[src/rtl/tx_data_framer.sv]
// 802.11a DATA-field framer: SERVICE, PSDU, tail and pad bits, scrambled with x^7+x^4+1.
// The pad count is derived from symbol-counter wraps, so no divider is needed.
module tx_data_framer #(
  parameter int unsigned LEN_W        = 12,
  parameter int unsigned SERVICE_BITS = 16,
  parameter int unsigned TAIL_BITS    = 6
) (
  input  logic             Clk,
  input  logic             Reset,
  input  logic             Start,
  input  logic [3:0]       Rate,
  input  logic [LEN_W-1:0] Length,
  input  logic [6:0]       Seed,
  input  logic             in_bit,
  input  logic             in_valid,
  output logic             in_ready,
  output logic             out_bit,
  output logic             out_valid,
  input  logic             out_ready,
  output logic             out_sym_start,
  output logic             out_last,
  output logic             busy,
  output logic             done,
  output logic             rate_err,
  output logic [8:0]       num_pads
);

  localparam int unsigned FLD_W0 = LEN_W + 3;
  localparam int unsigned FLD_W  = (FLD_W0 > 8) ? FLD_W0 : 8;

  typedef enum logic [2:0] {
    S_IDLE,
    S_SERVICE,
    S_PSDU,
    S_TAIL,
    S_PAD
  } state_e;

  state_e           state_q;
  logic [6:0]       scr_q;
  logic [6:0]       scr_d;
  logic [FLD_W-1:0] fld_cnt_q;
  logic [7:0]       sym_cnt_q;
  logic [7:0]       ndbps_q;
  logic [LEN_W-1:0] len_q;
  logic             done_q;
  logic             rate_err_q;
  logic [8:0]       num_pads_q;

  logic             fb_c;
  logic             data_c;
  logic             out_valid_c;
  logic             in_ready_c;
  logic             xfer_c;
  logic             sym_wrap_c;
  logic             fld_last_c;
  logic [FLD_W-1:0] psdu_bits_c;

  // Data bits per OFDM symbol for each RATE code; 0 flags an unsupported code.
  function automatic logic [7:0] rate_ndbps(input logic [3:0] r);
    logic [7:0] n;
    case (r)
      4'b1101: n = 8'd24;
      4'b1111: n = 8'd36;
      4'b0101: n = 8'd48;
      4'b0111: n = 8'd72;
      4'b1001: n = 8'd96;
      4'b1011: n = 8'd144;
      4'b0001: n = 8'd192;
      4'b0011: n = 8'd216;
      default: n = 8'd0;
    endcase
    return n;
  endfunction

  assign fb_c        = scr_q[6] ^ scr_q[3];
  assign scr_d       = {scr_q[5:0], fb_c};
  assign psdu_bits_c = FLD_W'({len_q, 3'b000});
  assign sym_wrap_c  = (sym_cnt_q == 8'(ndbps_q - 8'd1));

  // Handshake and data source for the current field.
  always_comb begin
    out_valid_c = 1'b0;
    in_ready_c  = 1'b0;
    data_c      = 1'b0;
    fld_last_c  = 1'b0;
    case (state_q)
      S_SERVICE: begin
        out_valid_c = 1'b1;
        fld_last_c  = (fld_cnt_q == FLD_W'(SERVICE_BITS - 1));
      end
      S_PSDU: begin
        out_valid_c = in_valid;
        in_ready_c  = out_ready;
        data_c      = in_bit;
        fld_last_c  = (fld_cnt_q == psdu_bits_c - FLD_W'(1));
      end
      S_TAIL: begin
        out_valid_c = 1'b1;
        fld_last_c  = (fld_cnt_q == FLD_W'(TAIL_BITS - 1));
      end
      S_PAD: begin
        out_valid_c = 1'b1;
      end
      default: ;
    endcase
  end

  assign xfer_c = out_valid_c && out_ready;

  always_ff @(posedge Clk) begin
    if (Reset) begin
      state_q    <= S_IDLE;
      scr_q      <= 7'h7F;
      fld_cnt_q  <= '0;
      sym_cnt_q  <= '0;
      ndbps_q    <= '0;
      len_q      <= '0;
      done_q     <= 1'b0;
      rate_err_q <= 1'b0;
      num_pads_q <= '0;
    end else begin
      done_q     <= 1'b0;
      rate_err_q <= 1'b0;
      if (state_q == S_IDLE) begin
        if (Start) begin
          if (rate_ndbps(Rate) == 8'd0) begin
            rate_err_q <= 1'b1;
          end else begin
            ndbps_q   <= rate_ndbps(Rate);
            len_q     <= Length;
            scr_q     <= (Seed == 7'd0) ? 7'h7F : Seed;
            fld_cnt_q <= '0;
            sym_cnt_q <= '0;
            state_q   <= S_SERVICE;
          end
        end
      end else if (xfer_c) begin
        scr_q     <= scr_d;
        sym_cnt_q <= sym_wrap_c ? 8'd0 : 8'(sym_cnt_q + 8'd1);
        fld_cnt_q <= fld_last_c ? '0 : FLD_W'(fld_cnt_q + FLD_W'(1));
        case (state_q)
          S_SERVICE: if (fld_last_c) state_q <= (len_q == '0) ? S_TAIL : S_PSDU;
          S_PSDU:    if (fld_last_c) state_q <= S_TAIL;
          S_TAIL: begin
            if (fld_last_c) begin
              // Bits still needed to close the current symbol.
              num_pads_q <= 9'(8'(ndbps_q - 8'd1 - sym_cnt_q));
              if (sym_wrap_c) begin
                state_q <= S_IDLE;
                done_q  <= 1'b1;
              end else begin
                state_q <= S_PAD;
              end
            end
          end
          S_PAD: begin
            if (sym_wrap_c) begin
              state_q <= S_IDLE;
              done_q  <= 1'b1;
            end
          end
          default: state_q <= S_IDLE;
        endcase
      end
    end
  end

  assign in_ready      = in_ready_c;
  assign out_valid     = out_valid_c;
  assign out_bit       = (state_q == S_SERVICE || state_q == S_PSDU || state_q == S_PAD) ?
                         (data_c ^ fb_c) : 1'b0;
  assign out_sym_start = out_valid_c && (sym_cnt_q == 8'd0);
  assign out_last      = out_valid_c && sym_wrap_c &&
                         ((state_q == S_PAD) || (state_q == S_TAIL && fld_last_c));
  assign busy          = (state_q != S_IDLE);
  assign done          = done_q;
  assign rate_err      = rate_err_q;
  assign num_pads      = num_pads_q;

endmodule
[config.mk]
export PLATFORM = sky130hd
export DESIGN_NAME = tx_data_framer
export DESIGN_NICKNAME = d
export VERILOG_FILES = /design/src/rtl/tx_data_framer.sv
export SDC_FILE = /design/constraint.sdc
export NUM_CORES = 1
export LEC_CHECK = 0
export CORE_MARGIN = 8
export CORE_UTILIZATION = 32
export DETAILED_ROUTE_END_ITERATION = 7
export PLACE_DENSITY = 0.57
export REMOVE_ABC_BUFFERS = 1
export SYNTH_ARGS = -nofsm -noshare
export SYNTH_HDL_FRONTEND = slang
export SYNTH_SLANG_ARGS = --single-unit
[constraint.sdc]
create_clock -name Clk -period 3.78 [get_ports Clk]
set_clock_uncertainty 0.2 [all_clocks]
set_input_delay 0.945 -clock Clk [delete_from_list [all_inputs] [get_ports Clk]]
set_output_delay 0.945 -clock Clk [all_outputs]
set_load 0.05 [all_outputs]
-- After elaboration in Yosys (flattened, before gate mapping)
Memories as Yosys holds them, arrays and structs flattened. A register that Yosys moved wholly into a read port is not among the register bits.
Index checks and enable logic that the tools add are counted.
Widths: inputs -> output; s select.
- memories: 2
- bits in registers: 63
- bits in read-only memories: 192
- memories (memory ; words ; bits a word ; read ports ; clocked after memory_dff ; wr ports ; RTL line ; text):
    (name not given) ; 16 ; 6 ; 1 ; 0 ; 0 ; 62 ; case (r)
    (name not given) ; 16 ; 6 ; 1 ; 1 ; 0 ; 62 ;
- add/sub/neg operators: 5
- reduce and logical (&&, ||, !) cells: 22
- muxes and demuxes: 38
- equality and inequality tests: 14
- bitwise operators: 6
- operator list (operator ; count):
    $mux 15 ; 5
    $mux 8 ; 8
    $mux 7 ; 5
    $mux 3 ; 9
    $logic_not 8->1 ; 2
    $add 15x1->15 const B ; 1
    $eq 15x15->1 ; 1
    $eq 15x3->1 const B ; 1
    $eq 15x4->1 const B ; 1
    $sub 15x1->15 const B ; 1
    $logic_not 12->1 ; 1
    $ne 3x3->1 const B ; 4
    $pmux 3 s4 ; 1
    $reduce_or 3->1 ; 3
    $add 8x1->8 const B ; 1
    $eq 8x8->1 ; 1
    $sub 8x1->8 const B ; 1
    $sub 8x8->8 ; 1
    $logic_not 7->1 ; 1
    $mux 1 ; 7
    $reduce_and 7->1 ; 1
    $eq 3x2->1 const B ; 2
    $reduce_and 3->1 ; 2
    $logic_and 1x1->1 ; 5
    other kinds (12) ; 20

-- Logic depth before layout (Yosys ltp)
Gate-level depths: netlist of the first run.
An unclocked memory read counts as a cell.
- depth after elaboration: 8
- depth in mapped cells: 12
- mapped depth without buffers: 12

-- Least setup slack after synthesis of the first run
Ideal clock, no wire load.
- path kind: flip-flop to output port
- start point: register len_q[0]
- end point: output out_last
- stages on the path, launching flop included: 11
- arrival: 3525 ps
- buffers on the path: 0
- slack: -890 ps
- cells stage by stage: dfxtp_1 -> inv_1 -> ha_1 -> or3b_2 -> or4_4 -> and3_4 -> a2111oi_4 -> nand2_1 -> or3_1 -> or2_1 -> a21oi_1
- cells in the longest elaborated chain, start to end: 6
- ends and longest elaborated chain (item ; RTL line ; text):
    start: declaration ; 45 ; logic [LEN_W-1:0] len_q;
    start signal: assignment ; 131 ; len_q <= Length;
    $sub 15x1->15 ; 96 ; fld_last_c = (fld_cnt_q == psdu_bits_c - FLD_W'(1));
    $eq 15x15->1 ; 96 ;
    $pmux 1 s3 ; 87 ; case (state_q)
    $logic_and 1x1->1 ; 175 ; ((state_q == S_PAD) || (state_q == S_TAIL && fld_last_c));
    $logic_or 1x1->1 ; 175 ;
    $logic_and 1x1->1 ; 174 ; assign out_last = out_valid_c && sym_wrap_c &&
    end: declaration ; 21 ; output logic out_last,
No other way between the ends.

-- Worst setup path in the final report of the first run
- start point: register len_q[4]
- end point: output out_last
Same word-level chain as after synthesis.

==> metrics.md, run 1 <==
| Metric | Value |
|---|---|
| Status | finished with violations |
| Failing checks | setup timing |
| IO buf count | 44 |
| Period utilization | 116% |
| Synth top area share | 33.9% |
| RePlAce Congestion | 0.865 |
| Prevailing post-synth register cell | dfxtp_1 |
| Sequential area share after synthesis | 33.9% |
| Max-slew headroom | 52.7% |
| Hold Crit Class | flip-flop to flip-flop |
| Largest cells by area after synthesis | dfxtp_1, nand2_1, xnor2_1 |
| WL/cell | 14.0 µm |
| CTS Sinks | 61 |
| Via density | 4.99 |
| CP Capture Type | output pin |
| Die Wd | 122 µm |
| Worst R2R Setup Slack | 210 ps |
| WP buf/inv | 2 |
| CTS tree | built |
| Utilization after layout | 44.9% |
| Worst EP required | 2630 ps |
| Num rows | 38 |
| Maxcap violations | 0 |
| Leakage Power | 1.80 nW |
| Via count | 3386 |
| Final WS setup | -609 ps |
| RSZ-0062 raised after global routing | true |
| Antenna cell count | 0 |
| Ys Warns | 0 |
| Worst-path fanout max | 2 |
| Gr ovfl total | 0 |
| Htree depth | 3 |
| Share of cells above drive strength 1 | 19.3% |
| Hold Buf Count CTS | 0 |
| Least-Margin Pin Slew | 707 ps |
| EDFF count, synth | 0 |
| Fin nets | 573 |
| Final Hold Vio Count | 0 |
| Clk buf depth | 2 |
| Die H | 122 µm |
| Mapped Area | 0.00360 mm² |
| I/O Pins | 46 |
| Largest net degree at the start of global routing | 34 |
| Critical Path Start Type | flip-flop |
| Crit path time final | 4390 ps |
| DR DRC count | 0 |
| Critical path, cell by cell | or4_4 > or4_4 > and3_4 > a2111oi_4 > nand2_1 > or3_4 > or2_4 > a21oi_2 > buf_4 > buf_12 |
| Cell repeated most along the worst path | or4_4 |
| Clock transition at path regs | 70 ps |
| Vias in the first global route | 3462 |
| First-pass detailed-route iteration total | 4 |
| Max Slew Vio Count | 0 |
| First-pass GRT wire length | 16300 µm |
| Cts bufs inserted | 9 |
| Final ANT Viol Nets | 0 |
| Worst endpoint data arrival time | 3240 ps |
| Upper clock frequency limit | 228 MHz |
| Area Overhead vs Synth | 35.9% |
| Syn_area_per_cell | 8.07 µm² |
| Fraction of registers with async set/reset | 0% |
| Initial antenna violation count | 0 |
| Flops & latches, synth | 61 |
| Pwr Density | 369 mW/mm² |
| Finish-stage setup viols | 1 |
| Detailed placer's ending HPWL | 7070 µm |
| Cell variety after synth | 61 |
| Crit Path Category | flip-flop to output pin |
| Area leader, netlist | dfxtp_1 |
| Peak supply drop | 0.210 mV |
| All-Layer GR Usage | 13.4% |
| Starting density of the core | 33.0% |
| WL final | 9490 µm |
| Post-Syn Instances | 446 |
| Core footprint | 0.0109 mm² |
| Crit-path max cell delay | 540 ps |
| CTS Root Buffer Type | clkbuf_8 |
| CP max-delay cell | or4_4 |
| Initial drt markers | 136 |
| Die area | 0.0149 mm² |
| Cell family with most CP delay | simple AND/OR/NAND/NOR gates |
| Clock Latency Late Sink | 350 ps |
| Setup tns final | -609 ps |
[flip-flops by register name (all words and copies together), names as in the netlist]
register   count
num_pads       8
scr_q          7
sym_cnt_q      8
len_q         12
state_q        3
done           1
fld_cnt_q     15
rate_err       1
ndbps_q        6
[kinds of logic after synthesis]
group	synth area share, %
DFF	33.9
buffers and inverters	5.77
and+or+nand+nor	27.5
other	0.104
xor gates and xnor gates	10.1
adders and majority gates	3.48
AOI/OAI and AO/OA	16.3
muxes	2.78
[cell type report]
cell class | count | area [µm²]
Clock buffer | 11 | 151
Clock inverter | 5 | 81.3
Fill cell | 1060 | 6000
Inverter | 22 | 82.6
Multi-Input combinational cell | 343 | 2260
Sequential cell | 61 | 1220
Tap cell | 140 | 175
Timing Repair Buffer | 97 | 911
[cell usage after synthesis, drive strengths merged (2+ instances only)]
cell type / count
dfxtp: 61
nand2: 59
nor2: 55
a21oi: 36
xnor2: 24
inv: 22
nand3: 15
xor2: 15
clkbuf: 14
nor3: 11
ha: 10
mux2i: 10
o21ai: 9
or4: 9
nand4: 8
o22ai: 8
a211o: 7
and3: 6
nor4: 6
buf: 5
nor3b: 5
or3: 5
a211oi: 4
a21o: 4
a2111oi: 3
nand2b: 3
nand3b: 3
o211ai: 3
or2: 3
or3b: 3
o21bai: 2
o31ai: 2
o41ai: 2
[through the flow]
stage	worst slack (ps)	hold slack (ps)	total power [mW]	area, µm²	std cells
floorplan	-989	236	0.938	3470	426
global placement	-434	245	1.10	4440	650
CTS	-582	275	1.80	4850	679
global route	-691	295	1.89	4890	679
detailed placement	-447	253	1.11	4440	650
finish	-609	268	1.80	4890	679
[where the power goes]
group / internal [mW] / switching [mW] / leakage [nW]
clock: 0.408 / 0.264 / 0.116
combinational: 0.207 / 0.231 / 1.19
sequential: 0.672 / 0.0214 / 0.496
total: 1.29 / 0.516 / 1.80
[layer usage]
metal / part of all wire [%] / track usage (%)
met1: 47 / 16.6
met2: 46 / 21.4
met4: 2.8 / 7.48
met5: 0 / 0
met3: 4.3 / 2.68
[final timing paths]
path                               start          to  cells after the start
worst max-delay path            len_q[4]    out_last                     10
worst min-delay path            scr_q[2]    scr_q[2]                      1
worst max register to register  len_q[7]  state_q[0]                     16
worst min register to register  scr_q[2]    scr_q[2]                      1
[cells in the final DEF, fill, tap and decap left out, drive strengths merged, types with 11 or more instances in the layout]
| master | n |
|---|---|
| nand2 | 59 |
| xnor2 | 24 |
| clkbuf | 11 |
| a21oi | 36 |
| buf | 58 |
| nor2 | 55 |
| nand3 | 15 |
| xor2 | 15 |
| nor3 | 11 |
| dfxtp | 61 |
| inv | 23 |
| clkdlybuf4s50 | 39 |
[what timing repair did]
action | 4_1_cts | 5_1_grt
cloned | 0 | 1
pin swaps | 13 | 10
endpoints found under the setup margin | 1 | 26
setup buffers | 13 | 7
resized for setup | 17 | 11
Note: power is estimated with default switching activity, not from simulation.
==> inputs of run 2 (changes only) <==
--- a/config.mk
+++ b/config.mk
@@ -6,10 +6,11 @@
 export NUM_CORES = 1
 export LEC_CHECK = 0
 export CORE_MARGIN = 8
-export CORE_UTILIZATION = 32
+export CORE_UTILIZATION = 25
 export DETAILED_ROUTE_END_ITERATION = 7
-export PLACE_DENSITY = 0.57
+export PLACE_DENSITY = 0.48
 export REMOVE_ABC_BUFFERS = 1
 export SYNTH_ARGS = -nofsm -noshare
 export SYNTH_HDL_FRONTEND = slang
 export SYNTH_SLANG_ARGS = --single-unit
+export TNS_END_PERCENT = 1
==> run 2 against run 1 <==
Effect of this change: the run still ends with setup timing left; setup slack improved by 47 ps; register-to-register slack gained 150 ps; final cell count rose by 5.3%; critical path depth unchanged.
==> metrics.md, run 2 (same netlist as run 1, synthesis figures left out) <==
| Metric | Value |
|---|---|
| Area Overhead vs Synth | 36.5% |
| Crit path time final | 4340 ps |
| Area occupied by multi-input gates | 0.00223 mm² |
| CTS Root Buffer Type | clkbuf_16 |
| Worst endpoint data arrival time | 3200 ps |
| Utilization after layout | 34.3% |
| Hold Crit Class | flip-flop to flip-flop |
| Finish-stage setup viols | 1 |
| Final WS setup | -562 ps |
| Least-Margin Pin Slew | 751 ps |
| CP Capture Type | output pin |
| First-pass detailed-route iteration total | 5 |
| Worst hold margin | 265 ps |
| Psw | 544 µW |
| Non-Filler Instances | 715 |
| Clock transition at path regs | 50 ps |
| RePlAce Congestion | 0.811 |
| Worst-path fanout max | 2 |
| Clk pwr share | 42.3% |
| Power, Total | 1.94 mW |
| Htree depth | 3 |
| Fillers | 1529 |
| Clock Latency Late Sink | 330 ps |
| Cell repeated most along the worst path | or4_4 |
| Crit-path max cell delay | 540 ps |
| Int Pwr | 1.40 mW |
| Post-Place Cells | 697 |
| Max Slew Vio Count | 0 |
| Share of cells above drive strength 1 | 17.3% |
| IO buf count | 44 |
| Vias in the first global route | 3294 |
| Failing checks | setup timing |
| Dpl cell area | 0.00453 mm² |
| WL final | 9610 µm |
| Pwr Density | 395 mW/mm² |
| Top Registers | fld_cnt_q x15, len_q x12 |
| Peak supply drop | 0.183 mV |
| Setup tns final | -562 ps |
| All-Layer GR Usage | 11.1% |
| WL/cell | 13.4 µm |
| First-pass GRT wire length | 16400 µm |
| Worst R2R Setup Slack | 360 ps |
| Antenna cell count | 0 |
| Final Hold Vio Count | 0 |
| Via count | 3365 |
| Comb power frac | 22.0% |
| Worst EP required | 2630 ps |
| Largest register FFs | 15 |
| Core footprint | 0.0143 mm² |
| Initial drt markers | 128 |
| Hold Buf Count CTS | 0 |
| Final instance area | 0.00491 mm² |
| Upper clock frequency limit | 230 MHz |
| Crit Path Category | flip-flop to output pin |
| Hold path cells | 2 |
| Most frequent cells in the layout | dfxtp_1, nand2_1, nor2_1 |
| Switching Share | 28.0% |
| CTS Sinks | 61 |
| Clk buf depth | 2 |
| Die area | 0.0185 mm² |
| R2R depth | 14 |
| Critical path, cell by cell | or4_4 > or4_4 > and3_4 > a2111oi_4 > nand2_1 > or3_4 > or2_4 > a21oi_2 > buf_4 > buf_12 |
| Detailed placer's ending HPWL | 7550 µm |
| Status | finished with violations |
| Maxcap violations | 0 |
| Num rows | 44 |
| Starting density of the core | 25.1% |
| Initial antenna violation count | 0 |
| RSZ-0062 raised after global routing | true |
| Critical Path Start Type | flip-flop |
| DR DRC count | 0 |
| Leakage Power | 1.78 nW |
| I/O Pins | 46 |
| CTS tree | built |
| Gr ovfl total | 0 |
| Final ANT Viol Nets | 0 |
| Period utilization | 115% |
| CP max-delay cell | or4_4 |
| Most common library cell in the layout ignoring fill and taps | dfxtp_1 |
| Fin nets | 565 |
| Die H | 136 µm |
| Largest net degree at the start of global routing | 27 |
| Flip-flop and latch area | 0.00122 mm² |
| Max-slew headroom | 49.7% |
| Biggest register | fld_cnt_q |
| Cts bufs inserted | 9 |
| Die Wd | 136 µm |
| Seq pwr share | 35.8% |
| DP Worst Slack | -479 ps |
| Via density | 4.71 |
[run 2: power by group through the flow]
stage,clock (mW),combinational (mW),sequential (mW)
2_1_floorplan,0,0.229,0.709
3_3_place_gp,0,0.411,0.705
3_5_place_dp,0,0.414,0.707
4_1_cts,0.846,0.420,0.694
5_1_grt,0.874,0.472,0.697
6_report,0.821,0.426,0.694
[run 2: layout make-up]
class | instances | area share (%)
Clock inverter | 6 | 1.27
Clock buffer | 10 | 4.87
Sequential cell | 61 | 24.9
Tap cell | 184 | 4.69
Inverter | 22 | 1.68
Multi-Input combinational cell | 343 | 45.4
Timing Repair Buffer | 89 | 17.2
[run 2: critical path: cells and delay by family, from the launching register on]
family                 cells  cell delay, ps
AOI/OAI and AO/OA          2             340
buffers and inverters      2             260
DFF                        1             310
and+or+nand+nor            6            1960
[run 2: per-layer routing]
layer	global-route usage [%]	share of wire [%]	wire length, µm
met3	2.11	3.3	321
met5	0	0	0
met4	6.04	2.4	231
met1	14.1	47	4540
met2	17.6	47	4520
[run 2: timing repair]
item,4_1_cts,5_1_grt
resized for setup,7,8
setup buffers,2,0
endpoints found under the setup margin,1,1
pin swaps,5,2
[run 2: worst paths after layout]
| kind | startpoint | to |
|---|---|---|
| worst max register to register | len_q[7] | fld_cnt_q[11] |
| worst max-delay path | len_q[2] | out_last |
| worst min register to register | ndbps_q[7] | ndbps_q[7] |
| worst min-delay path | ndbps_q[7] | ndbps_q[7] |
